`src/rtl/mem_stage_ctrl_if.sv`:
```
// Data-memory bus between the M-stage controller (master) and data memory (slave).
// Single outstanding request; the slave completes it by pulsing ready with rdata valid.
interface mem_stage_ctrl_if;
    logic        req;
    logic        we;
    logic [31:0] addr;
    logic [3:0]  be;
    logic [31:0] wdata;
    logic        ready;
    logic [31:0] rdata;

    modport master (
        output req, we, addr, be, wdata,
        input  ready, rdata
    );

    modport slave (
        input  req, we, addr, be, wdata,
        output ready, rdata
    );
endinterface

```
`src/rtl/mem_stage_ctrl.sv`:
```
// MIPS M-stage controller: turns EX/MEM load/store control into a data-memory request,
// stalls the pipeline until the response arrives and formats load data for MEM/WB.
module mem_stage_ctrl #(
    parameter int unsigned TIMEOUT = 255
) (
    input  logic             clk,
    input  logic             reset,
    input  logic             memread_m_i,
    input  logic             memwrite_m_i,
    input  logic [1:0]       memsize_m_i,
    input  logic             memunsigned_m_i,
    input  logic [31:0]      addr_m_i,
    input  logic [31:0]      writedata_m_i,
    mem_stage_ctrl_if.master dmem,
    output logic [31:0]      readdata_m_o,
    output logic             stall_m_o,
    output logic             misalign_m_o,
    output logic             buserr_m_o
);

    typedef enum logic [1:0] {StIdle, StBusy, StDone} state_e;

    localparam logic [7:0] TimeoutLast = 8'(TIMEOUT - 1);

    state_e      state_q;
    logic        req_q;
    logic        we_q;
    logic [31:0] addr_q;
    logic [3:0]  be_q;
    logic [31:0] wdata_q;
    logic [1:0]  size_q;
    logic        uns_q;
    logic [1:0]  lane_q;
    logic [31:0] rdata_q;
    logic        buserr_q;
    logic [7:0]  cnt_q;

    logic        access;
    logic        misaligned;
    logic [3:0]  be_d;
    logic [31:0] wdata_d;
    logic [31:0] rdata_d;
    logic [7:0]  byte_sel;
    logic [15:0] half_sel;

    assign access     = memread_m_i | memwrite_m_i;
    assign misaligned = ((memsize_m_i == 2'b01) & addr_m_i[0]) |
                        (memsize_m_i[1] & (addr_m_i[1:0] != 2'b00));

    always_comb begin
        be_d    = 4'b1111;
        wdata_d = writedata_m_i;
        case (memsize_m_i)
            2'b00: begin
                be_d    = 4'b0001 << addr_m_i[1:0];
                wdata_d = {4{writedata_m_i[7:0]}};
            end
            2'b01: begin
                be_d    = addr_m_i[1] ? 4'b1100 : 4'b0011;
                wdata_d = {2{writedata_m_i[15:0]}};
            end
            default: begin
                be_d    = 4'b1111;
                wdata_d = writedata_m_i;
            end
        endcase
    end

    // Load formatting works from the latched size/lane so EX/MEM is never re-sampled.
    always_comb begin
        byte_sel = dmem.rdata[8*lane_q +: 8];
        half_sel = lane_q[1] ? dmem.rdata[31:16] : dmem.rdata[15:0];
        case (size_q)
            2'b00:   rdata_d = {{24{~uns_q & byte_sel[7]}}, byte_sel};
            2'b01:   rdata_d = {{16{~uns_q & half_sel[15]}}, half_sel};
            default: rdata_d = dmem.rdata;
        endcase
    end

    always_ff @(posedge clk) begin
        if (reset) begin
            state_q  <= StIdle;
            req_q    <= 1'b0;
            we_q     <= 1'b0;
            addr_q   <= '0;
            be_q     <= '0;
            wdata_q  <= '0;
            size_q   <= '0;
            uns_q    <= 1'b0;
            lane_q   <= '0;
            rdata_q  <= '0;
            buserr_q <= 1'b0;
            cnt_q    <= '0;
        end else begin
            unique case (state_q)
                StIdle: begin
                    rdata_q  <= '0;
                    buserr_q <= 1'b0;
                    cnt_q    <= '0;
                    if (access && !misaligned) begin
                        state_q <= StBusy;
                        req_q   <= 1'b1;
                        we_q    <= memwrite_m_i;
                        addr_q  <= {addr_m_i[31:2], 2'b00};
                        be_q    <= be_d;
                        wdata_q <= wdata_d;
                        size_q  <= memsize_m_i;
                        uns_q   <= memunsigned_m_i;
                        lane_q  <= addr_m_i[1:0];
                    end
                end
                StBusy: begin
                    if (dmem.ready) begin
                        state_q <= StDone;
                        req_q   <= 1'b0;
                        rdata_q <= we_q ? 32'h0 : rdata_d;
                        cnt_q   <= '0;
                    end else if ((TIMEOUT != 0) && (cnt_q == TimeoutLast)) begin
                        state_q  <= StDone;
                        req_q    <= 1'b0;
                        rdata_q  <= '0;
                        buserr_q <= 1'b1;
                        cnt_q    <= '0;
                    end else begin
                        cnt_q <= cnt_q + 8'd1;
                    end
                end
                StDone: begin
                    // Always retire: the pipeline advances, so the access must not re-issue.
                    state_q  <= StIdle;
                    buserr_q <= 1'b0;
                end
                default: state_q <= StIdle;
            endcase
        end
    end

    assign dmem.req   = req_q;
    assign dmem.we    = we_q;
    assign dmem.addr  = addr_q;
    assign dmem.be    = be_q;
    assign dmem.wdata = wdata_q;

    assign stall_m_o    = ~reset & (((state_q == StIdle) & access & ~misaligned) |
                                    (state_q == StBusy));
    assign misalign_m_o = ~reset & (state_q == StIdle) & access & misaligned;
    assign readdata_m_o = (state_q == StDone) ? rdata_q : 32'h0;
    assign buserr_m_o   = (state_q == StDone) & buserr_q;

endmodule
```
`src/flat_wrapper.sv`:
```
// flat-port wrapper written by rule: the top's interface ports become plain ports
module mem_stage_ctrl_flat 
#(
    parameter int unsigned TIMEOUT = 255
)
  (clk, reset, memread_m_i, memwrite_m_i, memsize_m_i, memunsigned_m_i, addr_m_i, writedata_m_i, readdata_m_o, stall_m_o, misalign_m_o, buserr_m_o, dmem_req, dmem_we, dmem_addr, dmem_be, dmem_wdata, dmem_ready, dmem_rdata);
  mem_stage_ctrl_if dmem_i ();
  input  logic clk;
  input  logic reset;
  input  logic memread_m_i;
  input  logic memwrite_m_i;
  input  logic [1:0] memsize_m_i;
  input  logic memunsigned_m_i;
  input  logic [31:0] addr_m_i;
  input  logic [31:0] writedata_m_i;
  output logic [31:0] readdata_m_o;
  output logic stall_m_o;
  output logic misalign_m_o;
  output logic buserr_m_o;
  output wire logic [$bits(dmem_i.req)-1:0] dmem_req;
  output wire logic [$bits(dmem_i.we)-1:0] dmem_we;
  output wire logic [$bits(dmem_i.addr)-1:0] dmem_addr;
  output wire logic [$bits(dmem_i.be)-1:0] dmem_be;
  output wire logic [$bits(dmem_i.wdata)-1:0] dmem_wdata;
  input wire logic [$bits(dmem_i.ready)-1:0] dmem_ready;
  input wire logic [$bits(dmem_i.rdata)-1:0] dmem_rdata;
  assign dmem_req = dmem_i.req;
  assign dmem_we = dmem_i.we;
  assign dmem_addr = dmem_i.addr;
  assign dmem_be = dmem_i.be;
  assign dmem_wdata = dmem_i.wdata;
  assign dmem_i.ready = dmem_ready;
  assign dmem_i.rdata = dmem_rdata;
  mem_stage_ctrl #(.TIMEOUT(TIMEOUT)) u_core (.clk(clk), .reset(reset), .memread_m_i(memread_m_i), .memwrite_m_i(memwrite_m_i), .memsize_m_i(memsize_m_i), .memunsigned_m_i(memunsigned_m_i), .addr_m_i(addr_m_i), .writedata_m_i(writedata_m_i), .dmem(dmem_i), .readdata_m_o(readdata_m_o), .stall_m_o(stall_m_o), .misalign_m_o(misalign_m_o), .buserr_m_o(buserr_m_o));
endmodule
```
`config.mk`:
```
export PLATFORM = sky130hd
export DESIGN_NAME = mem_stage_ctrl_flat
export DESIGN_NICKNAME = d
export VERILOG_FILES = /design/src/rtl/mem_stage_ctrl_if.sv /design/src/rtl/mem_stage_ctrl.sv /design/src/flat_wrapper.sv
export SDC_FILE = /design/constraint.sdc
export NUM_CORES = 1
export LEC_CHECK = 0
export ABC_CLOCK_PERIOD_IN_PS = 1900
export CAP_MARGIN = 40
export CORE_ASPECT_RATIO = 2
export CORE_MARGIN = 2
export CORE_UTILIZATION = 44
export DETAILED_ROUTE_END_ITERATION = 16
export PLACE_DENSITY = 0.79
export REMOVE_ABC_BUFFERS = 1
export SYNTH_ARGS = -nofsm -noshare
export SYNTH_HDL_FRONTEND = slang
export SYNTH_SLANG_ARGS = --single-unit
```
`constraint.sdc`:
```
create_clock -name clk -period 1.9 [get_ports clk]
set_clock_uncertainty 0.05 [all_clocks]
set_input_delay 0.19 -clock clk [delete_from_list [all_inputs] [get_ports clk]]
set_output_delay 0.19 -clock clk [all_outputs]
set_load 0.03 [all_outputs]
```
# Word level (Yosys, flattened, before mapping)
# Index checks and enable logic that the tools add are counted.
[op_classes]
add_sub_neg = 1
eq_ne = 9
n_shift = 2
mux = 24
bitwise = 17
n_reduce_logical = 14
[op_table]
columns = ["op", "count"]
rows = [
  ["$pmux W32 S2", 3],
  ["$mux W32", 4],
  ["$shiftx A32 B6 Y8", 1],
  ["$mux W16", 1],
  ["$mux W8", 2],
  ["$pmux W8 S2", 1],
  ["$and A1 B1 Y1", 11],
  ["$add A8 B1 Y8 const B", 1],
  ["$eq A8 B8 Y1 const B", 1],
  ["$pmux W4 S2", 1],
  ["$eq A2 B1 Y1 const B", 3],
  ["$logic_not A2 Y1", 3],
  ["$mux W2", 3],
  ["$reduce_and A2 Y1", 3],
  ["$reduce_and A3 Y1", 2],
  ["$reduce_bool A2 Y1", 3],
  ["$mux W1", 5],
  ["$mux W4", 1],
  ["$ne A2 B1 Y1 const B", 2],
  ["$pmux W1 S2", 2],
  ["$pmux W2 S2", 1],
  ["$shl A1 B2 Y4 const A", 1],
  ["$ne A3 B2 Y1 const B", 1],
  ["$not A1 Y1", 3],
  ["6 further kinds", 8],
]
[word_totals]
register_bits = 116
inputBits = 104
output_inout_bits = 105
elab_cells = 79

# Logic depth before layout (Yosys ltp)
# Gate-level depths: netlist of the first run.
[logic_depth]
ltp_word = 7
mapped_depth = 7
depth_no_buf = 6

# Worst setup path after synthesis of the first run
# OpenSTA, ideal clock, no wires.
[synth_timing]
path_kind = "register to output"
startpoint = "register u_core.state_q[1]"
endpoint = "output misalign_m_o"
t_arrival_ns = 1.694
required_time_ns = 1.660
path_slack_ns = -0.034
stages_incl_launch_ff = 4
n_path_buf = 2
cell_sequence = "dfxtp_1 buf_2 clkbuf_1 nor4_1"
[synth_between]
elab_chain_len = 4
[synth_rtl]
columns = ["element", "line_no", "rtl"]
rows = [
  ["start, declared", "mem_stage_ctrl.sv:25", "state_e state_q;"],
  ["start signal, assigned", "mem_stage_ctrl.sv:82", "state_q <= StIdle;"],
  ["start signal, assigned", "mem_stage_ctrl.sv:101", "state_q <= StBusy;"],
  ["start signal, assigned", "mem_stage_ctrl.sv:114", "state_q <= StDone;"],
  ["$logic_not A2 Y1", "mem_stage_ctrl.sv:146", "assign misalign_m_o = ~reset & (state_q == StIdle) & access & misaligned;"],
  ["$and A1 B1 Y1 (3 in series)", "mem_stage_ctrl.sv:146", ""],
  ["end, declared", "flat_wrapper.sv:18", "output logic misalign_m_o;"],
]
# Every way passes these cells.

# Worst setup path after layout of the first run
[layout_timing]
startpoint = "input addr_m_i[1]"
endpoint = "output stall_m_o"
[layout_between]
elab_chain_len = 7
[layout_rtl]
columns = ["element", "line_no", "rtl"]
rows = [
  ["start, declared", "flat_wrapper.sv:14", "input logic [31:0] addr_m_i;"],
  ["$reduce_bool A2 Y1", "mem_stage_ctrl.sv:48", "(memsize_m_i[1] & (addr_m_i[1:0] != 2'b00));"],
  ["$and A1 B1 Y1", "mem_stage_ctrl.sv:48", ""],
  ["$or A1 B1 Y1", "mem_stage_ctrl.sv:47", "assign misaligned = ((memsize_m_i == 2'b01) & addr_m_i[0]) |"],
  ["$not A1 Y1", "mem_stage_ctrl.sv:144", "assign stall_m_o = ~reset & (((state_q == StIdle) & access & ~misaligned) |"],
  ["$and A1 B1 Y1", "mem_stage_ctrl.sv:144", ""],
  ["$or A1 B1 Y1", "mem_stage_ctrl.sv:144", ""],
  ["$and A1 B1 Y1", "mem_stage_ctrl.sv:144", ""],
  ["end, declared", "flat_wrapper.sv:17", "output logic stall_m_o;"],
]
# Every way passes these cells.

==> results of run 1 <==
## metrics by stage
stage / hold slack [ps] / instance area [sq um] / utilization
after detailed placement: 386 / 7560 / 0.650
after global placement: 381 / 7560 / 0.650
after floorplan: 209 / 4970 / -
final: 70.3 / 8110 / 0.697
after CTS: 52.7 / 8100 / 0.696
after global routing: 55.5 / 8110 / 0.697
## placed cells by master, fill, tap and decap left out, drive strengths merged, types with 2 or more instances in the layout
cell type / Yosys / final
o21ai: 20 / 20
nand2b: 3 / 3
nor2b: 6 / 6
clkinvlp: 0 / 4
a21oi: 74 / 74
a221o: 16 / 16
conb: 1 / 2
a22o: 8 / 8
and3: 34 / 34
a311oi: 10 / 10
nand4: 2 / 2
a221oi: 8 / 8
clkdlybuf4s50: 0 / 170
nor2: 33 / 33
xor2: 3 / 3
a2111oi: 2 / 2
inv: 12 / 12
o211ai: 8 / 8
clkinv: 1 / 6
mux2: 9 / 9
a211oi: 11 / 11
clkbuf: 29 / 21
xnor2: 4 / 4
nand2: 116 / 116
o2bb2ai: 7 / 7
nor3: 12 / 12
mux2i: 23 / 23
ha: 2 / 2
buf: 27 / 75
nand3: 3 / 3
dfxtp: 116 / 116
nor4: 2 / 2
## final cells by class
| cell class | count | area [sq um] | area share |
|---|---|---|---|
| clock inverters | 10 | 85.1 | 0.0105 |
| clock buffers | 21 | 450 | 0.0555 |
| inverters | 13 | 48.8 | 0.00602 |
| multi-input cells | 430 | 2630 | 0.325 |
| flip-flops and latches | 116 | 2320 | 0.286 |
| repair buffers | 245 | 2390 | 0.294 |
| well taps | 145 | 181 | 0.0224 |
## worst register-to-register path, stage by stage (launching register included)
cell	delay (ps)
dfxtp_1	420
ha_1	190
nand3_1	80
nor2_1	250
o31ai_4	120
buf_12	180
a221o_2	400
## final timing paths
check | from | endpoint | slack, ps | cells past startpoint
max reg2reg | u_core.cnt_q[1]$_SDFFE_PP0P_ | u_core.rdata_q[25]$_SDFFE_PP0P_ | 100 | 6
min | reset | u_core.state_q[0]$_SDFFE_PP0P_ | 70 | 2
max | addr_m_i[1] | stall_m_o | 60 | 6
min reg2reg | u_core.rdata_q[7]$_SDFFE_PP0P_ | u_core.rdata_q[7]$_SDFFE_PP0P_ | 400 | 1
## registers in the layout, indices dropped and copies added, names as in the netlist
name and count:
u_core.size_q 2, u_core.dmem.req 1, u_core.dmem.wdata 32, u_core.buserr_q 1, u_core.uns_q 1, u_core.dmem.addr 30
u_core.dmem.we 1, u_core.cnt_q 8, u_core.lane_q 2, u_core.dmem.be 4, u_core.state_q 2, u_core.rdata_q 32
## power by group through the flow
stage          Combinational [mW]  Clock, mW  Sequential (mW)
2_1_floorplan               0.447          0             2.95
3_3_place_gp                 1.43          0             2.71
3_5_place_dp                 1.46          0             2.72
4_1_cts                      1.47       2.96             2.67
5_1_grt                      1.57       3.07             2.69
6_report                     1.47       2.90             2.67
## kinds of logic after synthesis
group,after synthesis,synth area share
muxes,32,0.0634
and+or+nand+nor,215,0.188
buffers and inverters,69,0.0605
AOI/OAI and AO/OA,172,0.227
other,1,0.000717
adders and majority gates,2,0.00478
DFF,116,0.444
xor gates and xnor gates,7,0.0117
## layer usage
layer | routed length [um] | vias to the layer above | track usage | part of all wire
met3 | 999 | 47 | 0.0639 | 0.058
li1 | - | 2599 | - | -
met4 | 663 | 0 | 0.152 | 0.038
met1 | 5900 | 2534 | 0.257 | 0.34
met2 | 9710 | 231 | 0.505 | 0.56
met5 | 0 | - | 0 | 0
==> flow_metrics.env, run 1 <==
export IMPL_status="finished clean"
export IMPL_grt_max_degree=49
export IMPL_postCtsSetupRepairBufs=0
export IMPL_synth_seq_cells=116
export IMPL_dr_first_iter_drc_count=307
export IMPL_cp_required_ps=1660
export IMPL_synth_most_common_cell="dfxtp_1"
export IMPL_cp_end_kind="output pin"
export IMPL_start_util=0.450
export IMPL_finalWorstSetupSlack_ps=56.2
export IMPL_cap_violations=0
export IMPL_cts_buffers=17
export IMPL_slew_headroom=0.643
export IMPL_pre_cts_ws_ps=-148
export IMPL_die_w_um=81.1
export IMPL_die_y_um=158
export IMPL_path_clk_slew_ps=50
export IMPL_slew_violations=0
export IMPL_synth_cell_type_count=49
export IMPL_vdd_drop_max_mv=0.655
export IMPL_finalSetupViolCount=0
export IMPL_crit_path_cell_trace="clkdlybuf4s50_1 -> o21a_2 -> a21oi_2 -> o21ai_0 -> a211oi_1 -> buf_4"
export IMPL_synth_top_area_cell="dfxtp_1"
export IMPL_seqPwrFrac=0.379
export IMPL_drt_vias_per_instance=5.52
export IMPL_switching_power_mw=1.98
export IMPL_routabilityCongestion=0.849
export IMPL_ctsResizeCount=0
export IMPL_clkPwrFrac=0.412
export IMPL_cp_max_fo=3
export IMPL_crit_arrival_ps=1600
export IMPL_total_leakage_power_nw=3.26
export IMPL_finalHoldViolCount=0
export IMPL_worstMarginPinSlew_ps=535
export IMPL_dieArea_sq_um=12800
export IMPL_drc=0
export IMPL_htreeDepth=4
export IMPL_place_inst=949
export IMPL_netSwitchingFraction=0.281
export IMPL_final_antenna_net_count=0
export IMPL_fin_crit_sh=0.970
export IMPL_ys_async_sr_fraction=0
export IMPL_wl_per_cell_um=17.6
export IMPL_cts_sinks=116
export IMPL_yosys_top_cells_count="116 x dfxtp_1, 115 x nand2_1, 74 x a21oi_1, 34 x and3_1, 33 x nor2_1"
export IMPL_p_total_mw=7.05
export IMPL_wl_um=17300
export IMPL_cp_slowest_cell="clkdlybuf4s50_1"
export IMPL_cp_start_kind="input pin"
export IMPL_grt_antenna_before_repair=0
export IMPL_drive_gt1_frac=0.158
export IMPL_syn_area_sq_um=5230
export IMPL_row_count=56
export IMPL_yosysSeqAreaShare=0.444
export IMPL_drt_pre_antenna_iters=7
export IMPL_setup_tns_ps=0
export IMPL_fill_cells=964
export IMPL_synth_ff_type="dfxtp_1"
export IMPL_synth_edf_count=0
export IMPL_fmax_mhz=542
export IMPL_worstSetupPathType="input pin to output pin"
export IMPL_grt_pass1_wl_um=26500
export IMPL_worstSkewPairLatency_ps=400
export IMPL_cp_buffers_inverters=2
export IMPL_place_hpwl_um=12800
export IMPL_root_buffer="clkbuf_16"
export IMPL_worstHoldPathType="input pin to flip-flop"
export IMPL_ios=209
export IMPL_critPathTopFamily="compound AO/OA/AOI/OAI gates"
export IMPL_grt_pass1_vias=5383
export IMPL_fp_coreArea_sq_um=11600
export IMPL_pwr_share_comb=0.209
export IMPL_instances_no_fill=980
export IMPL_cpPeakStageDelay_ps=440
export IMPL_yosysWarningCount=0
export IMPL_netlist_area_leader_share=0.444
export IMPL_timing_final_crit_period_ps=1840
export IMPL_cts_tree="built"
export IMPL_cts_buffer_depth=2
export IMPL_hold_buffers=0
export IMPL_fin_nets=929
export IMPL_syn_inst=614
export IMPL_syn_avg_cell_area_sq_um=8.52
export IMPL_antenna_cells=0
export IMPL_via_count=5411
export IMPL_area_growth_pct=55.0
export IMPL_grt_util_all_layers=0.269
export IMPL_internal_power_mw=5.07
export IMPL_io_buffers=206
export IMPL_synth_area_top_cells="dfxtp_1 44%, nand2_1 8.3%, a21oi_1 7.1%"
export IMPL_powerDensity_nw_per_um2=869
export IMPL_overflow=0
(Power assumes the default switching activity.)
==> run 2, diff against run 1 <==
--- a/config.mk
+++ b/config.mk
@@ -13,6 +13,7 @@
 export DETAILED_ROUTE_END_ITERATION = 16
 export PLACE_DENSITY = 0.79
 export REMOVE_ABC_BUFFERS = 1
+export SKIP_CTS_REPAIR_TIMING = 1
 export SYNTH_ARGS = -nofsm -noshare
 export SYNTH_HDL_FRONTEND = slang
 export SYNTH_SLANG_ARGS = --single-unit
==> results of run 2 <==
Final layout, timing and power as in run 1 (identical DEF).
==> patch: new RTL, settings of run 1 <==
The 3 states of `state_e` get a one-hot encoding in 3 bits.
--- a/src/rtl/mem_stage_ctrl.sv
+++ b/src/rtl/mem_stage_ctrl.sv
@@ -19,5 +19,5 @@
 );
 
-    typedef enum logic [1:0] {StIdle, StBusy, StDone} state_e;
+    typedef enum logic [2:0] {StIdle = 3'b001, StBusy = 3'b010, StDone = 3'b100} state_e;
 
     localparam logic [7:0] TimeoutLast = 8'(TIMEOUT - 1);
Behaviour: no difference found for any inputs over 4 cycles, from zero or initial values and one cycle with reset high; so few cycles prove little.
==> patch against run 1 <==
- die area up 4.5%
- sequential cell count up 1
- cell area up 8.7%
- count of clock-buffer cells in the layout down 2
- area after synthesis up 4.7%
- highest routed layer unchanged
- critical endpoint is now readdata_m_o[21]
- global-route usage up 0.84 points
- setup slack worse by 47 ps
- routed wire length up 13%
- first-iteration DRC count up 0.33%
- total power up 6.8%
==> patch: results (changes against run 1) <==
| Metric | Value |
|---|---|
| DR vias | `5,870 (was 5,411)` |
| Leakage power summed over all cells | `3.37 nW (was 3.26 nW)` |
| Synth top cells by count | `117 x sky130_fd_sc_hd__dfxtp_1, 77 x sky130_fd_sc_hd__a21oi_1, 63 x sky130_fd_sc_hd__o21ai_0 (was 116 x sky130_fd_sc_hd__dfxtp_1, 115 x sky130_fd_sc_hd__nand2_1, 74 x sky130_fd_sc_hd__a21oi_1)` |
| Proportion of synthesized chip area in sequential cells | `0.428 (was 0.444)` |
| Layout cells sized above 1 | `0.217 (was 0.158)` |
| Worst vdd rail ir drop | `0.859 mV (was 0.655 mV)` |
| Count of unique library cells instantiated by Yosys | `50 (was 49)` |
| RR Startpoint | `u_core.lane_q[1]$_SDFFE_PP0P_ (was u_core.cnt_q[1]$_SDFFE_PP0P_)` |
| Arrival time of the worst setup path | `1650 ps (was 1600 ps)` |
| Starting DRC count in detailed routing | `308 (was 307)` |
| Class of the most critical hold timing path | `input pin to flop (unchanged)` |
| Router iterations before antenna repair | `6 (was 7)` |
| First-pass GRT wire length | `30,400 um (was 26,500 um)` |
| Largest fanout on the critical path | `8 (was 3)` |
| Number of global-route vias before repair | `6,197 (was 5,383)` |
| Via-per-instance ratio | `5.79 (was 5.52)` |
| Critical path's largest stage delay | `320 ps (was 440 ps)` |
| Post-Place Cell Area | `0.00792 sq mm (was 0.00756 sq mm)` |
| Result of the run | `completed (unchanged)` |
| Origin of the worst setup path | `u_core.state_q[1]$_SDFFE_PP0P_ (was addr_m_i[1])` |
| Family with the most delay on the worst path | `buffers and inverters (was compound AO/OA/AOI/OAI gates)` |
| Per-cell routed wire length | `19.3 um (was 17.6 um)` |
| Dpl cells | `971 (was 949)` |
| Average cell area after synthesis | `8.70 sq um (was 8.52 sq um)` |
| HPWL after DPL | `13,600 um (was 12,800 um)` |
| Number of nets at the end of the flow | `960 (was 929)` |
| Largest cells by area after synthesis | `sky130_fd_sc_hd__dfxtp_1 43%, sky130_fd_sc_hd__a21oi_1 7.0%, sky130_fd_sc_hd__o21ai_0 5.8% (was sky130_fd_sc_hd__dfxtp_1 44%, sky130_fd_sc_hd__nand2_1 8.3%, sky130_fd_sc_hd__a21oi_1 7.1%)` |
| Slowest CP cell | `sky130_fd_sc_hd__dfxtp_2 (was sky130_fd_sc_hd__clkdlybuf4s50_1)` |
## patch: changes by cell type after synthesis, moves of 8 or more
cell                               run 1  this run
sky130_fd_sc_hd__o21ai_0              19        63
sky130_fd_sc_hd__and3_1               34         0
sky130_fd_sc_hd__nand2_1             115        29
sky130_fd_sc_hd__a21o_1                1        10
sky130_fd_sc_hd__and2_1                0        40
sky130_fd_sc_hd__nor2_1               33        19
sky130_fd_sc_hd__a22o_1                8         0
sky130_fd_sc_hd__buf_2                16         8
sky130_fd_sc_hd__nand3_1               3        47
sky130_fd_sc_hd__clkbuf_1             29        42
sky130_fd_sc_hd__a311oi_1             10        18
sky130_fd_sc_hd__o2111ai_1             0         8
## patch: routing by layer
layer  vias to the layer above  share of wire  global-route usage
met5                         -              0                   0
met4                         0          0.063               0.168
met3                        74          0.048              0.0579
met2                       255           0.55               0.527
met1                      2779           0.34               0.268
li1                       2762              -                   -
## patch: what timing repair did
item / in CTS / in global routing
setup buffers: 2 / 7
endpoints found under the setup margin: 34 / 52
gates cloned: 1 / 3
resized for setup: 13 / 52
pin swaps: 2 / 3
## patch: kinds of logic after synthesis
logic type,Yosys count,synth area share
AOI/OAI and AO/OA,229,0.274
xor gates and xnor gates,9,0.0144
adders and majority gates,2,0.00457
buffers and inverters,73,0.0567
DFF,117,0.428
muxes,32,0.0633
other,1,0.000685
and+or+nand+nor,166,0.158
## patch: worst reg2reg max path, stage by stage, from the launching register on
cell and delay, ps:
sky130_fd_sc_hd__dfxtp_2 350, sky130_fd_sc_hd__or2b_1 260, sky130_fd_sc_hd__a2111o_1 420, sky130_fd_sc_hd__a2111oi_4 340, sky130_fd_sc_hd__buf_4 220, sky130_fd_sc_hd__a221o_1 130
## patch: power by group
group | leakage [nW] | internal, W | switching, W | total [W]
Combinational | 2.14 | 0.000770 | 0.000954 | 0.00172
Clock | 0.278 | 0.00196 | 0.00116 | 0.00311
Sequential | 0.956 | 0.00260 | 0.0000927 | 0.00270
## patch: final timing paths
| path | endpoint | slack, ps | depth (start not counted) |
|---|---|---|---|
| setup / recovery | readdata_m_o[21] | 9 | 6 |
| hold / removal | u_core.uns_q$_SDFFE_PP0P_ | 290 | 3 |
| setup reg to reg | u_core.rdata_q[20]$_SDFFE_PP0P_ | 60 | 5 |
| hold reg to reg | u_core.rdata_q[15]$_SDFFE_PP0P_ | 410 | 1 |
## patch: final cells by class
class / instances / share of cell area
multi-input cells: 440 / 0.333
inverters: 11 / 0.00468
flip-flops and latches: 117 / 0.267
repair buffers: 267 / 0.309
clock inverters: 13 / 0.0152
well taps: 147 / 0.0209
clock buffers: 19 / 0.0502
